`config.mk`:
```
export PLATFORM = sky130hd
export DESIGN_NAME = cdb_arbiter
export DESIGN_NICKNAME = d
export VERILOG_FILES = /design/src/rtl/cdb_arbiter.sv
export SDC_FILE = /design/constraint.sdc
export NUM_CORES = 2
export LEC_CHECK = 0
export BUFFER_PORTS_ARGS = -buffer_cell sky130_fd_sc_hd__buf_4
export CORE_UTILIZATION = 56
export CTS_CLUSTER_DIAMETER = 80
export DETAILED_ROUTE_END_ITERATION = 10
export PLACE_DENSITY_LB_ADDON = 0.2
export REMOVE_ABC_BUFFERS = 1
export SLEW_MARGIN = 15
export SYNTH_ARGS = -nofsm -noshare
export SYNTH_HDL_FRONTEND = slang
export SYNTH_SLANG_ARGS = --single-unit
```
`constraint.sdc`:
```
create_clock -name clk_i -period 14.2 [get_ports clk_i]
set_input_delay 3.55 -clock clk_i [delete_from_list [all_inputs] [get_ports clk_i]]
set_output_delay 3.55 -clock clk_i [all_outputs]
set_load 0.01 [all_outputs]
```
`src/rtl/cdb_arbiter.sv`:
```
// Common-data-bus arbiter: merges up to four completed results per cycle, broadcasts two
// in age order on registered CDB ports, and queues leftovers in a circular FIFO.
module cdb_arbiter #(
    parameter int unsigned DEPTH  = 8,
    parameter int unsigned TAG_W  = 5,
    parameter int unsigned DATA_W = 32
) (
    input  logic                     clk_i,
    input  logic                     rst_i,
    input  logic                     ld_v_i,
    input  logic [TAG_W-1:0]         ld_tag_i,
    input  logic [DATA_W-1:0]        ld_val_i,
    input  logic                     ld2_v_i,
    input  logic [TAG_W-1:0]         ld2_tag_i,
    input  logic [DATA_W-1:0]        ld2_val_i,
    input  logic                     alu_v_i,
    input  logic [TAG_W-1:0]         alu_tag_i,
    input  logic [DATA_W-1:0]        alu_val_i,
    input  logic                     alu2_v_i,
    input  logic [TAG_W-1:0]         alu2_tag_i,
    input  logic [DATA_W-1:0]        alu2_val_i,
    output logic                     cdb_v_o,
    output logic [TAG_W-1:0]         cdb_tag_o,
    output logic [DATA_W-1:0]        cdb_val_o,
    output logic                     cdb2_v_o,
    output logic [TAG_W-1:0]         cdb2_tag_o,
    output logic [DATA_W-1:0]        cdb2_val_o,
    output logic                     stall_o,
    output logic [$clog2(DEPTH):0]   count_o,
    output logic                     overflow_o
);

    localparam int unsigned PtrW = $clog2(DEPTH);
    localparam int unsigned CntW = PtrW + 1;

    typedef struct packed {
        logic [TAG_W-1:0]  tag;
        logic [DATA_W-1:0] val;
    } res_t;

    res_t            mem_q [DEPTH];
    logic [PtrW-1:0] head_q, head_d, tail_q, tail_d, head1;
    logic [CntW-1:0] count_q, count_d, space;
    logic            ovf_q, ovf_d;
    logic            s0_v_q, s0_v_d, s1_v_q, s1_v_d;
    res_t            s0_q, s0_d, s1_q, s1_d;

    res_t            in_r [4];
    logic [3:0]      in_v;
    res_t            in_c [4];
    logic [2:0]      n_in, left, push;
    logic [1:0]      pop, avail, take, idx;
    logic [3:0]      wr_en;
    logic [PtrW-1:0] wr_ptr [4];
    res_t            wr_data [4];

    assign in_v    = {alu2_v_i, alu_v_i, ld2_v_i, ld_v_i};
    assign in_r[0] = '{tag: ld_tag_i,   val: ld_val_i};
    assign in_r[1] = '{tag: ld2_tag_i,  val: ld2_val_i};
    assign in_r[2] = '{tag: alu_tag_i,  val: alu_val_i};
    assign in_r[3] = '{tag: alu2_tag_i, val: alu2_val_i};

    // Compact valid inputs into fixed priority order ld, ld2, alu, alu2.
    always_comb begin
        n_in = '0;
        for (int i = 0; i < 4; i++) in_c[i] = '0;
        for (int i = 0; i < 4; i++) begin
            if (in_v[i]) begin
                in_c[n_in[1:0]] = in_r[i];
                n_in = n_in + 3'd1;
            end
        end
    end

    always_comb begin
        pop    = (count_q >= CntW'(2)) ? 2'd2 : count_q[1:0];
        avail  = 2'd2 - pop;
        take   = (n_in < {1'b0, avail}) ? n_in[1:0] : avail;
        left   = n_in - {1'b0, take};
        space  = CntW'(DEPTH) - count_q + CntW'(pop);
        // Leftovers beyond free space are dropped newest first.
        push   = (CntW'(left) <= space) ? left : space[2:0];
        ovf_d  = ovf_q | (push != left);
        head1  = head_q + PtrW'(1);

        s0_v_d = 1'b0;
        s0_d   = '0;
        s1_v_d = 1'b0;
        s1_d   = '0;
        if (pop != 2'd0) begin
            s0_v_d = 1'b1;
            s0_d   = mem_q[head_q];
        end else if (n_in != 3'd0) begin
            s0_v_d = 1'b1;
            s0_d   = in_c[0];
        end
        unique case (pop)
            2'd2: begin
                s1_v_d = 1'b1;
                s1_d   = mem_q[head1];
            end
            2'd1: begin
                if (n_in >= 3'd1) begin
                    s1_v_d = 1'b1;
                    s1_d   = in_c[0];
                end
            end
            default: begin
                if (n_in >= 3'd2) begin
                    s1_v_d = 1'b1;
                    s1_d   = in_c[1];
                end
            end
        endcase

        for (int k = 0; k < 4; k++) begin
            idx        = take + 2'(k);
            wr_en[k]   = 3'(k) < push;
            wr_ptr[k]  = tail_q + PtrW'(k);
            wr_data[k] = in_c[idx];
        end

        count_d = count_q - CntW'(pop) + CntW'(push);
        head_d  = head_q + PtrW'(pop);
        tail_d  = tail_q + PtrW'(push);
    end

    always_ff @(posedge clk_i) begin
        if (rst_i) begin
            head_q  <= '0;
            tail_q  <= '0;
            count_q <= '0;
            ovf_q   <= 1'b0;
            s0_v_q  <= 1'b0;
            s1_v_q  <= 1'b0;
            s0_q    <= '0;
            s1_q    <= '0;
        end else begin
            head_q  <= head_d;
            tail_q  <= tail_d;
            count_q <= count_d;
            ovf_q   <= ovf_d;
            s0_v_q  <= s0_v_d;
            s1_v_q  <= s1_v_d;
            s0_q    <= s0_d;
            s1_q    <= s1_d;
        end
    end

    // Storage needs no reset; count/pointers define which entries are live.
    always_ff @(posedge clk_i) begin
        if (!rst_i) begin
            for (int k = 0; k < 4; k++) begin
                if (wr_en[k]) mem_q[wr_ptr[k]] <= wr_data[k];
            end
        end
    end

    assign cdb_v_o    = s0_v_q;
    assign cdb_tag_o  = s0_q.tag;
    assign cdb_val_o  = s0_q.val;
    assign cdb2_v_o   = s1_v_q;
    assign cdb2_tag_o = s1_q.tag;
    assign cdb2_val_o = s1_q.val;
    assign count_o    = count_q;
    assign overflow_o = ovf_q;
    assign stall_o    = count_q > CntW'(DEPTH - 4);

endmodule

```
==> impl_table.tex <==
\begin{tabular}{lr}
\hline
Metric & Value \\
\hline
\multicolumn{2}{l}{\textbf{Route}} \\
\quad Number of remaining DRC errors & 0 \\
\quad Total wire length after detailed routing & approximately 120,000 um \\
\quad Violation count after the first detailed-route iteration & roughly 4,800 \\
\quad Ratio of routed vias to standard cells & 7.99 \\
\quad Detailed-router iteration count before antenna repair & 9 \\
\quad Mean routed wirelength per cell & 31.7 um \\
\quad Antenna viol nets, final & 0 \\
\quad DR vias & 30,000 \\
\multicolumn{2}{l}{\textbf{Synthesis}} \\
\quad Syn Area/Cell & 10.1 um\^{}2 \\
\quad Count of unique library cells instantiated by Yosys & 74 \\
\quad Post-synthesis sequential area ratio & 0.351 \\
\quad Area of the mapped netlist & roughly 0.030 mm\^{}2 \\
\quad Count of flip-flops with a built-in enable after synthesis & 296 \\
\quad Count of synthesis-stage warnings from yosys & 0 \\
\quad Share of synthesized flip-flops with an asynchronous set or reset & 0 \\
\quad Gate Count Post-Synth & 2,989 \\
\quad Main flop type after synthesis & sky130\_fd\_sc\_hd\_\_edfxtp\_1 \\
\quad Post-synthesis register bit count & approximately 380 \\
\multicolumn{2}{l}{\textbf{Cells and area}} \\
\quad Leading cell type in the layout, fill and taps excluded & sky130\_fd\_sc\_hd\_\_buf\_4 \\
\quad Highest-count cells in the layout ignoring fill and taps & sky130\_fd\_sc\_hd\_\_buf\_4, sky130\_fd\_sc\_hd\_\_edfxtp\_1, sky130\_fd\_sc\_hd\_\_mux2i\_1 \\
\quad Layout filler cell count & approximately 4,200 \\
\quad Synth-to-layout area growth & 12.3\% \\
\quad Layout net count & 3,209 \\
\quad Final non-filler cell area & about 0.034 mm\^{}2 \\
\quad Multi-input combinational cell area & 0.0183 mm\^{}2 \\
\quad Share of final-layout standard cells stronger than drive strength 1 & 0.236 \\
\quad Sequential standard cell area & 0.0106 mm\^{}2 \\
\multicolumn{2}{l}{\textbf{Clocking}} \\
\quad CTS tree & yes \\
\quad Post-CTS Resized & 0 \\
\quad Clock net sink count & around 380 \\
\quad Latest clock arrival within the worst-skew pair & 610 ps \\
\quad Post-CTS setup buffer count & 0 \\
\quad Count of hold buffers inserted by post-cts repair & 0 \\
\quad Clock slew at reported path FFs & 60 ps \\
\quad Buffer depth of the longest clock path & 3 \\
\quad Number of buffers created by CTS & between 40 and 50 \\
\quad Master cell of the clock root buffer & sky130\_fd\_sc\_hd\_\_clkbuf\_16 \\
\quad H-tree levels & 2 \\
\multicolumn{2}{l}{\textbf{Setup path}} \\
\quad Worst path top cell family by delay & adder cells \\
\quad Critical register-to-register path endpoint & mem\_q[4][1] \\
\quad Worst stage delay on the critical path & between 800 and 900 ps \\
\quad Data required, critical path & around 15,000 ps \\
\quad Register-to-Register Setup Slack & $\sim$5300 ps \\
\quad Crit. End Element & flip-flop \\
\quad Arrival time of the worst setup path & 12,500 ps \\
\quad Type of the worst setup path & in2reg \\
\quad Worst r2r path cells & 25 \\
\quad CP bufs+invs & 6 \\
\quad Critical path fanouts, max & 62 \\
\quad Critical path's slowest cell & sky130\_fd\_sc\_hd\_\_ha\_2 \\
\quad Startpoint class of the critical path & input pin \\
\quad Worst r2r src & count\_o[3] \\
\multicolumn{2}{l}{\textbf{Placed design}} \\
\quad Minimum setup slack after placement & 1860 ps \\
\quad DP HPWL & 70,000 um \\
\quad Number of buffer cells added on primary ports & 235 \\
\quad Routability congestion estimate & 0.970 \\
\quad Post-Place Cell Area & 0.0325 mm\^{}2 \\
\multicolumn{2}{l}{\textbf{Min path}} \\
\quad Hold worst-path end & overflow\_o \\
\quad Worst min-delay path category & reg2reg \\
\quad Number of cells on the worst hold path & 2 \\
\quad Hold Path Origin & overflow\_o \\
\multicolumn{2}{l}{\textbf{Die}} \\
\quad Initial Util & 0.572 \\
\quad Number of top-level pins & roughly 240 \\
\quad Die Width & 235 um \\
\quad Core region area & 0.0530 mm\^{}2 \\
\quad Die Footprint & around 0.055 mm\^{}2 \\
\quad Site row count & 84 \\
\quad Floorplan die height & 235 um \\
\multicolumn{2}{l}{\textbf{Timing}} \\
\quad Fin worst setup slack & $\sim$2100 ps \\
\quad Pins Over Slew Limit & 0 \\
\quad Setup violations, final & 0 \\
\quad Worst-case headroom to the max-slew limit & 0.212 \\
\quad Fmax & 82.6 MHz \\
\quad RSZ-0062 raised after global routing & false \\
\quad Final number of hold-violating endpoints & 0 \\
\quad Worst Skew & $\sim$21 ps \\
\quad Minimum period implied by the final worst setup slack & 12,110 ps \\
\quad Slew at the pin with the worst max-slew slack & 1180 ps \\
\quad Ratio of final minimum period to clock period & 0.853 \\
\multicolumn{2}{l}{\textbf{Run status}} \\
\quad Outcome & finished clean \\
\multicolumn{2}{l}{\textbf{Global routing}} \\
\quad Number of global-route vias before repair & $\sim$29,000 \\
\quad Number of antenna violations at the first check in global routing & 0 \\
\quad Pin count of the biggest net entering global routing & $\sim$130 \\
\quad First-pass GRT wire length & 178,000 um \\
\quad Final global-route overflow total & 0 \\
\quad Overall routing resource usage & 0.421 \\
\multicolumn{2}{l}{\textbf{Run}} \\
\quad Reported max-cap violation count & 0 \\
\hline
\end{tabular}
Yosys cell counts, types with 17 or more instances:
master,number,area (um^2)
sky130_fd_sc_hd__mux2_2,67,754
sky130_fd_sc_hd__o21ai_1,22,110
sky130_fd_sc_hd__buf_4,17,128
sky130_fd_sc_hd__mux4_2,148,3330
sky130_fd_sc_hd__a211oi_1,70,526
sky130_fd_sc_hd__nand2_1,163,612
sky130_fd_sc_hd__nand3b_1,38,285
sky130_fd_sc_hd__o22a_1,22,193
sky130_fd_sc_hd__o22ai_1,252,1580
sky130_fd_sc_hd__a21oi_2,36,315
sky130_fd_sc_hd__buf_6,18,203
sky130_fd_sc_hd__o21ai_2,18,158
sky130_fd_sc_hd__edfxtp_1,296,8890
sky130_fd_sc_hd__nor3_1,17,85.1
sky130_fd_sc_hd__nor2_1,239,897
sky130_fd_sc_hd__a22oi_1,25,188
sky130_fd_sc_hd__a21oi_1,66,330
sky130_fd_sc_hd__clkbuf_1,219,822
sky130_fd_sc_hd__a31oi_1,60,375
sky130_fd_sc_hd__buf_1,31,116
sky130_fd_sc_hd__dfxtp_1,87,1740
sky130_fd_sc_hd__nand3_1,81,405
sky130_fd_sc_hd__mux2i_1,258,2580
sky130_fd_sc_hd__buf_2,50,250
sky130_fd_sc_hd__inv_1,21,78.8
sky130_fd_sc_hd__o21ai_0,116,581
sky130_fd_sc_hd__and3b_1,36,315
sky130_fd_sc_hd__a22o_1,37,324
sky130_fd_sc_hd__o2bb2ai_1,36,315
sky130_fd_sc_hd__a221oi_1,254,2220
sky130_fd_sc_hd__ha_1,25,313
sky130_fd_sc_hd__nor2b_1,24,150
sky130_fd_sc_hd__and3_1,41,257
flip-flops by register name, indices dropped and copies added, names as in the netlist:
name / count
cdb_val_o: 32
cdb_v_o: 1
mem_q: 296
overflow_o: 1
count_o: 4
tail_q: 3
cdb2_v_o: 1
head_q: 3
cdb2_tag_o: 5
cdb_tag_o: 5
cdb2_val_o: 32
worst reg2reg max path: stages (launching register included):
cell and delay [ps]:
sky130_fd_sc_hd__dfxtp_1 380, sky130_fd_sc_hd__or3_1 510, sky130_fd_sc_hd__inv_2 130, sky130_fd_sc_hd__nand2_1 190, sky130_fd_sc_hd__ha_2 380, sky130_fd_sc_hd__buf_4 500, sky130_fd_sc_hd__clkinv_1 200, sky130_fd_sc_hd__ha_1 370
sky130_fd_sc_hd__a311oi_1 70, sky130_fd_sc_hd__o211ai_1 200, sky130_fd_sc_hd__a32o_4 510, sky130_fd_sc_hd__inv_4 190, sky130_fd_sc_hd__ha_1 280, sky130_fd_sc_hd__fa_1 460, sky130_fd_sc_hd__or4_4 560, sky130_fd_sc_hd__and2_4 190
sky130_fd_sc_hd__ha_1 310, sky130_fd_sc_hd__o21a_1 130, sky130_fd_sc_hd__o211ai_2 410, sky130_fd_sc_hd__mux2_2 540, sky130_fd_sc_hd__nor3_2 250, sky130_fd_sc_hd__buf_4 550, sky130_fd_sc_hd__or3b_1 210, sky130_fd_sc_hd__buf_4 630
sky130_fd_sc_hd__o22ai_1 220, sky130_fd_sc_hd__a221oi_1 300
kinds of logic (layout without fill, tap and decap cells):
kind of cell	Yosys count	count (layout)	synth area share
flip-flops	383	383	0.351
other	0	3	0
XOR/XNOR	17	17	0.00537
AO/OA/AOI/OAI	1048	1048	0.248
multiplexers	475	475	0.221
AND/OR/NAND/NOR	673	673	0.108
adder cells (fa/ha/maj)	29	29	0.0130
buffers and inverters	364	435	0.0537
layout make-up:
class | count | area share
Multi-Input combinational cell | 2242 | 0.539
Inverter | 29 | 0.00327
Clock inverter | 30 | 0.00997
Sequential cell | 383 | 0.313
Tap cell | 688 | 0.0253
Clock buffer | 53 | 0.0352
Timing Repair Buffer | 323 | 0.0739
Antenna cell | 3 | 0.000221
per-layer routing:
metal / vias to the layer above / share of wire / track usage
met2: 2921 / 0.44 / 0.641
met1: 14100 / 0.34 / 0.535
met3: 647 / 0.15 / 0.114
met4: 0 / 0.068 / 0.259
met5: - / 0 / 0
li1: 12300 / - / -
metrics by stage:
stage               cells  hold slack (ps)  setup TNS [ps]   util
floorplan            2654              503        -5028620      -
global placement     3665              456               0  0.613
detailed placement   3665              474               0  0.613
CTS                  3748              488               0  0.642
global route         3748              505               0  0.642
finish               3751              480               0  0.642
how the worst max path moves through the flow:
stage               cells after the start   start      endpoint
CTS                                    26  ld_v_i   mem_q[4][1]
global route                           26  ld_v_i  mem_q[0][30]
global placement                       26  ld_v_i   mem_q[4][1]
detailed placement                     26  ld_v_i   mem_q[4][1]
floorplan                              19  ld_v_i   mem_q[6][0]
finish                                 26  ld_v_i   mem_q[4][1]
Power is not shown: default switching activity piles up to over one toggle a cycle in this logic, so the estimate is an artifact.
